### src/rtl/iir_coef_loader.sv
// Coefficient loader for the biquad-cascade IIR filter: assembles a shadow bank from a framed word stream
// and commits it to the live outputs on a sample boundary. Optional trailing checksum: IIR_COEF_CHECKSUM_EN.
module iir_coef_loader #(
   parameter int          W       = 16,
   parameter int          MAX_SEC = 3,
   parameter logic [7:0]  MAGIC   = 8'hC5
) (
   input  logic         clk,
   input  logic         reset,
   input  logic         cfg_valid,
   input  logic [W-1:0] cfg_data,
   output logic         cfg_ready,
   input  logic         sample_tick,
   output logic [W-1:0] b0,
   output logic [W-1:0] b1,
   output logic [W-1:0] b2,
   output logic [W-1:0] b3,
   output logic [W-1:0] b4,
   output logic [W-1:0] b5,
   output logic [W-1:0] b6,
   output logic [W-1:0] b7,
   output logic [W-1:0] b8,
   output logic [W-1:0] a1,
   output logic [W-1:0] a2,
   output logic [W-1:0] a3,
   output logic [W-1:0] a4,
   output logic [W-1:0] a5,
   output logic [W-1:0] a6,
   output logic [3:0]   order,
   output logic         coef_update,
   output logic         busy,
   output logic         err,
   output logic [1:0]   o_state
);

   // Handshake: a word transfers on a rising edge where cfg_valid && cfg_ready;
   // cfg_data is don't-care otherwise, and cfg_ready never depends on cfg_valid.

   // Slots are kept in frame order (b3k, b3k+1, b3k+2, a2k+1, a2k+2 per section); the
   // port set fixes the bank at three sections.
   localparam int NSLOT = 15;

   typedef enum logic [1:0] {
      S_IDLE = 2'd0,
      S_LOAD = 2'd1,
      S_PEND = 2'd2
   } state_t;

   state_t       r_state, w_next_state;
   logic [W-1:0] r_shadow [NSLOT];
   logic [W-1:0] r_live   [NSLOT];
   logic [3:0]   r_n;
   logic [3:0]   r_order;
   logic [4:0]   r_cnt;
   logic         r_upd;
   logic         r_err;

   logic         w_accept;
   logic         w_hdr_ok;
   logic         w_last;
   logic         w_commit;
   logic         w_err;
   logic [4:0]   w_nwords;

   assign w_accept = cfg_valid && cfg_ready;
   assign w_hdr_ok = (cfg_data[W-1:W-8] == MAGIC) && (cfg_data[3:0] != 4'd0) &&
                     (cfg_data[3:0] <= 4'(MAX_SEC));
   assign w_nwords = {1'b0, r_n} * 5'd5;

`ifdef IIR_COEF_CHECKSUM_EN
   logic [W-1:0] r_sum;
   logic         w_sum_ok;
   // The checksum word arrives after all 5*N coefficients.
   assign w_last   = (r_cnt == w_nwords);
   assign w_sum_ok = (cfg_data == r_sum);
`else
   assign w_last   = (r_cnt == w_nwords - 5'd1);
`endif

   always_ff @(posedge clk or posedge reset) begin
      if (reset) r_state <= S_IDLE;
      else       r_state <= w_next_state;
   end

   always_comb begin
      w_next_state = r_state;
      w_commit     = 1'b0;
      w_err        = 1'b0;
      case (r_state)
         S_IDLE: begin
            if (w_accept) begin
               if (w_hdr_ok) w_next_state = S_LOAD;
               else          w_err        = 1'b1;
            end
         end
         S_LOAD: begin
            // A tick coinciding with the last word is never seen here, so commit waits a tick.
            if (w_accept && w_last) begin
`ifdef IIR_COEF_CHECKSUM_EN
               if (w_sum_ok) begin
                  w_next_state = S_PEND;
               end else begin
                  w_err        = 1'b1;
                  w_next_state = S_IDLE;
               end
`else
               w_next_state = S_PEND;
`endif
            end
         end
         S_PEND: begin
            if (sample_tick) begin
               w_commit     = 1'b1;
               w_next_state = S_IDLE;
            end
         end
         default: w_next_state = S_IDLE;
      endcase
   end

   always_ff @(posedge clk or posedge reset) begin
      if (reset) begin
         for (int i = 0; i < NSLOT; i++) begin
            r_shadow[i] <= '0;
            r_live[i]   <= '0;
         end
         r_n     <= '0;
         r_order <= '0;
         r_cnt   <= '0;
         r_upd   <= 1'b0;
         r_err   <= 1'b0;
`ifdef IIR_COEF_CHECKSUM_EN
         r_sum   <= '0;
`endif
      end else begin
         r_upd <= w_commit;
         r_err <= w_err;
         if (r_state == S_IDLE && w_accept && w_hdr_ok) begin
            r_n   <= cfg_data[3:0];
            r_cnt <= '0;
            for (int i = 0; i < NSLOT; i++) r_shadow[i] <= '0;
`ifdef IIR_COEF_CHECKSUM_EN
            r_sum <= cfg_data;
`endif
         end else if (r_state == S_LOAD && w_accept) begin
            if (r_cnt < w_nwords) r_shadow[r_cnt[3:0]] <= cfg_data;
            r_cnt <= r_cnt + 5'd1;
`ifdef IIR_COEF_CHECKSUM_EN
            r_sum <= r_sum + cfg_data;
            if (w_last && !w_sum_ok) begin
               for (int i = 0; i < NSLOT; i++) r_shadow[i] <= '0;
            end
`endif
         end
         if (w_commit) begin
            r_live  <= r_shadow;
            r_order <= r_n;
         end
      end
   end

   assign cfg_ready   = (r_state != S_PEND);
   assign busy        = (r_state != S_IDLE);
   assign coef_update = r_upd;
   assign err         = r_err;
   assign order       = r_order;
   assign o_state     = r_state;

   assign b0 = r_live[0];
   assign b1 = r_live[1];
   assign b2 = r_live[2];
   assign a1 = r_live[3];
   assign a2 = r_live[4];
   assign b3 = r_live[5];
   assign b4 = r_live[6];
   assign b5 = r_live[7];
   assign a3 = r_live[8];
   assign a4 = r_live[9];
   assign b6 = r_live[10];
   assign b7 = r_live[11];
   assign b8 = r_live[12];
   assign a5 = r_live[13];
   assign a6 = r_live[14];

endmodule

### config.mk
export PLATFORM = sky130hd
export DESIGN_NAME = iir_coef_loader
export DESIGN_NICKNAME = d
export VERILOG_FILES = /design/src/rtl/iir_coef_loader.sv
export SDC_FILE = /design/constraint.sdc
export NUM_CORES = 1
export LEC_CHECK = 0
export ABC_AREA = 1
export BUFFER_PORTS_ARGS = -buffer_cell sky130_fd_sc_hd__buf_4
export CORE_ASPECT_RATIO = 1.4
export CORE_MARGIN = 8
export CORE_UTILIZATION = 50
export CTS_CLUSTER_SIZE = 28
export DETAILED_ROUTE_END_ITERATION = 10
export GPL_TIMING_DRIVEN = 0
export PLACE_DENSITY_LB_ADDON = 0.25
export SETUP_SLACK_MARGIN = 0.02
export SYNTH_ARGS = -nofsm -noshare
export SYNTH_HDL_FRONTEND = slang
export SYNTH_SLANG_ARGS = --single-unit
### constraint.sdc
create_clock -name clk -period 33.3 [get_ports clk]
set_input_delay 4.995 -clock clk [delete_from_list [all_inputs] [get_ports clk]]
set_output_delay 4.995 -clock clk [all_outputs]
set_load 0.1 [all_outputs]
==> results.md <==
* Worst Path Buf+Inv at 5
* PortBufs at 260
* Critical path peak fanout at 10
* Via density at around 5.4
* Setup Buffers After CTS at 0
* Clk_skew at 15.5 ps
* Initial antenna violation count at 1
* Fin crit share at 0.204
* Post-Synth Adder-Cell Area at 0.00776
* DRC Markers at 0
* Main combinational cell family by area after synthesis: simple AND/OR/NAND/NOR gates
* Peak VDD IR at 54.9 uV
* Startpoint Class: primary input
* Die W at roughly 180 microns
* DRT antenna net count at 0
* Status: completed
* Largest net degree at the start of global routing at ~140
* Starting Density at 0.505
* Die area at around 45000 sq um
* Most common cell after layout, fill and taps aside: nand2_1
* Post-placement cell count at ~2800
* Gpl congestion at a little under 0.9
* Critical path required time at 33720 ps
* Setup WS post-layout at 26490 ps
* First-pass GRT wire length at ~90000 microns
* CTS tree: done
* Worst path cell trace: buf_4, inv_1, nor2_1, inv_2, clkbuf_1, clkbuf_1, nand2_1, o21ai_0
* Relative slew slack at 0.246
* Post-route cell area at ~24000 sq um
* WP data arrival at a little over 7000 ps
* Core area at 38300 sq um
* Register area share after synthesis at 0.643
* Placement Cell Area at ~22000 sq um
* Post-synthesis net count at 2082
* Mapped cell area at 19300 sq um
* Initial DRC count at about 1400
* Pwr Density at slightly below 60 nW/um^2
* Max-cap violations at 0
* Static Leakage at approximately 13 nW
* Clk slew on worst S/H paths at 70 ps
* Synth Area in Simple Gates at 0.198
* Area Overhead vs Synth at 21.9%
* Share of cells above drive strength 1 at 0.182
* Final Critical Period at roughly 7000 ps
* GR Overflow Total at 0
* Final Util at 0.616
* Root Driver: clkbuf_16
* Cts hold-fix bufs at 0
* Synth unique cells at 29
* GRT Util Overall at 0.250
* Total power draw at 1.41 mW
* Num CTS Buffers at 46
* CTS sink count at 497
* Final setup vio count at 0
* Drt wl/cell at 19.8 microns
* Filler instances at between 3000 and 4000
* IO Pins at 270
* Vias in the first global route at approximately 16000
* CTS max path bufs at 3
* Final Hold Vio Count at 0
* CP max stage cell: nor2_1
* Measured slew at the worst slew-check pin at roughly 1100 ps
* CP peak stage delay at roughly 840 ps
* Final max-slew violation count at 0
* Core Rows at between 80 and 90
* Post-synthesis average cell area at 9.43 sq um
* Pre-CTS WS at 25870 ps
* Cell family with most CP delay: buffers and inverters
* Via count at 15400
* Mapped Cells at just over 2000
* Drt pass-1 iters at 7
* Die height at around 250 microns
* Final Non-Filler Cells at approximately 2900
* Total negative slack at 0 ps
* H-tree level count at 2
* Crit-path most repeated cell: clkbuf_1
* Final net count at 2394
* Synth Area in Compound Gates at 0.0882
* Number of synthesized register bits at just under 500
* Worst hold path type: flop to flop
* Post-synthesis xor/xnor area fraction at 0.00181
* Mux contribution to synthesized area at 0
* Fmax at 0.147 GHz
* Crit Path Class: primary input to flop
* Final wirelength at around 57000 microns
* RSZ-0062 raised after global routing: false
* Clock Latency Late Sink at about 570 ps
* Crit path capture type: flop
* DP HPWL at around 41000 microns
* Post-CTS sizing at 0
* WHS at 473 ps
* Most frequent cells in the layout: nand2_1 (700), dfrtp_1 (497), buf_4 (265), o21ai_1 (164), o21ai_0 (154)
* Yosys warns at 0
[final timing paths]
kind	slack, ps	cells after the start	end	start
min in group asynchronous	4470	2	r_shadow[160]$_DFFE_PP0P_	reset
min	470	2	b1[9]$_DFFE_PP0P_	b1[9]$_DFFE_PP0P_
max reg2reg	30460	8	a2[13]$_DFFE_PP0P_	o_state[0]$_DFFE_PP0P_
max	26490	8	a2[13]$_DFFE_PP0P_	sample_tick
max in group asynchronous	27420	4	b7[2]$_DFFE_PP0P_	reset
min reg2reg	470	2	b1[9]$_DFFE_PP0P_	b1[9]$_DFFE_PP0P_
[where the power goes]
part / switching (mW) / internal [mW] / total, mW
logic: 0.179 / 0.0424 / 0.222
registers: 0.0137 / 0.624 / 0.638
clock network: 0.230 / 0.316 / 0.547
total: 0.423 / 0.983 / 1.41
[state kept, by name (all words and copies together) (netlist names), 2 cells and up]
register / flops
a1: 16
a2: 16
a3: 16
a4: 16
a5: 16
a6: 16
b0: 16
b1: 16
b2: 16
b3: 16
b4: 16
b5: 16
b6: 16
b7: 16
b8: 16
o_state: 2
order: 4
r_cnt: 5
r_n: 4
r_shadow: 240
[cell type report]
cell class              instances  area (sq um)  share of cell area
multi-input cells            1282          5720               0.243
inverters                     148           563              0.0239
plain buffers                 123           622              0.0264
repair buffers                264          2060              0.0874
clock inverters                20           216             0.00918
flip-flops and latches        497         12400               0.527
diodes                          1          2.50            0.000106
well taps                     478           598              0.0254
clock buffers                  63          1360              0.0575
[logic make-up (layout without fill, tap and decap cells)]
group                      Yosys count  in the layout
DFF                                497            497
adders and majority gates           12             12
xor gates and xnor gates             4              4
and+or+nand+nor                    927            927
buffers and inverters              271            618
AOI/OAI and AO/OA                  339            339
other                                0              1
[worst reg2reg max path, cell delays in order (launching register included)]
cell	delay, ps
dfrtp_1	400
inv_1	80
nand2_1	100
nor2_1	860
inv_2	170
clkbuf_1	440
clkbuf_1	410
nand2_1	150
o21ai_0	110
[metal layers]
metal  global-route usage  share of wire
met4               0.0942          0.037
met1                0.301           0.38
met2                0.435           0.50
met3               0.0534          0.074
met5                    0              0
[synthesized netlist by cell type]
library cell,number,share of area
nand3b_1,1,0.00039
nand3_1,151,0.039
buf_6,10,0.0058
buf_2,53,0.014
nor2_2,2,0.00065
xnor2_1,2,0.00091
nand2_2,5,0.0016
o21a_1,1,0.00039
nand4_4,1,0.0011
or2_2,1,0.00032
o21ai_0,154,0.040
a21boi_2,1,0.00058
o21ai_1,164,0.042
and2_1,1,0.00032
a21oi_1,19,0.0049
nand3_2,4,0.0021
nand3_4,2,0.0018
buf_4,5,0.0019
nand2_1,700,0.14
inv_1,141,0.027
nor3_1,1,0.00026
ha_1,12,0.0078
inv_2,7,0.0014
xor2_1,2,0.00091
nor2_4,2,0.0012
dfrtp_1,497,0.64
nand4_1,21,0.0068
nor2_1,35,0.0068
clkbuf_1,55,0.011
Note: power is estimated with default switching activity, not from simulation.
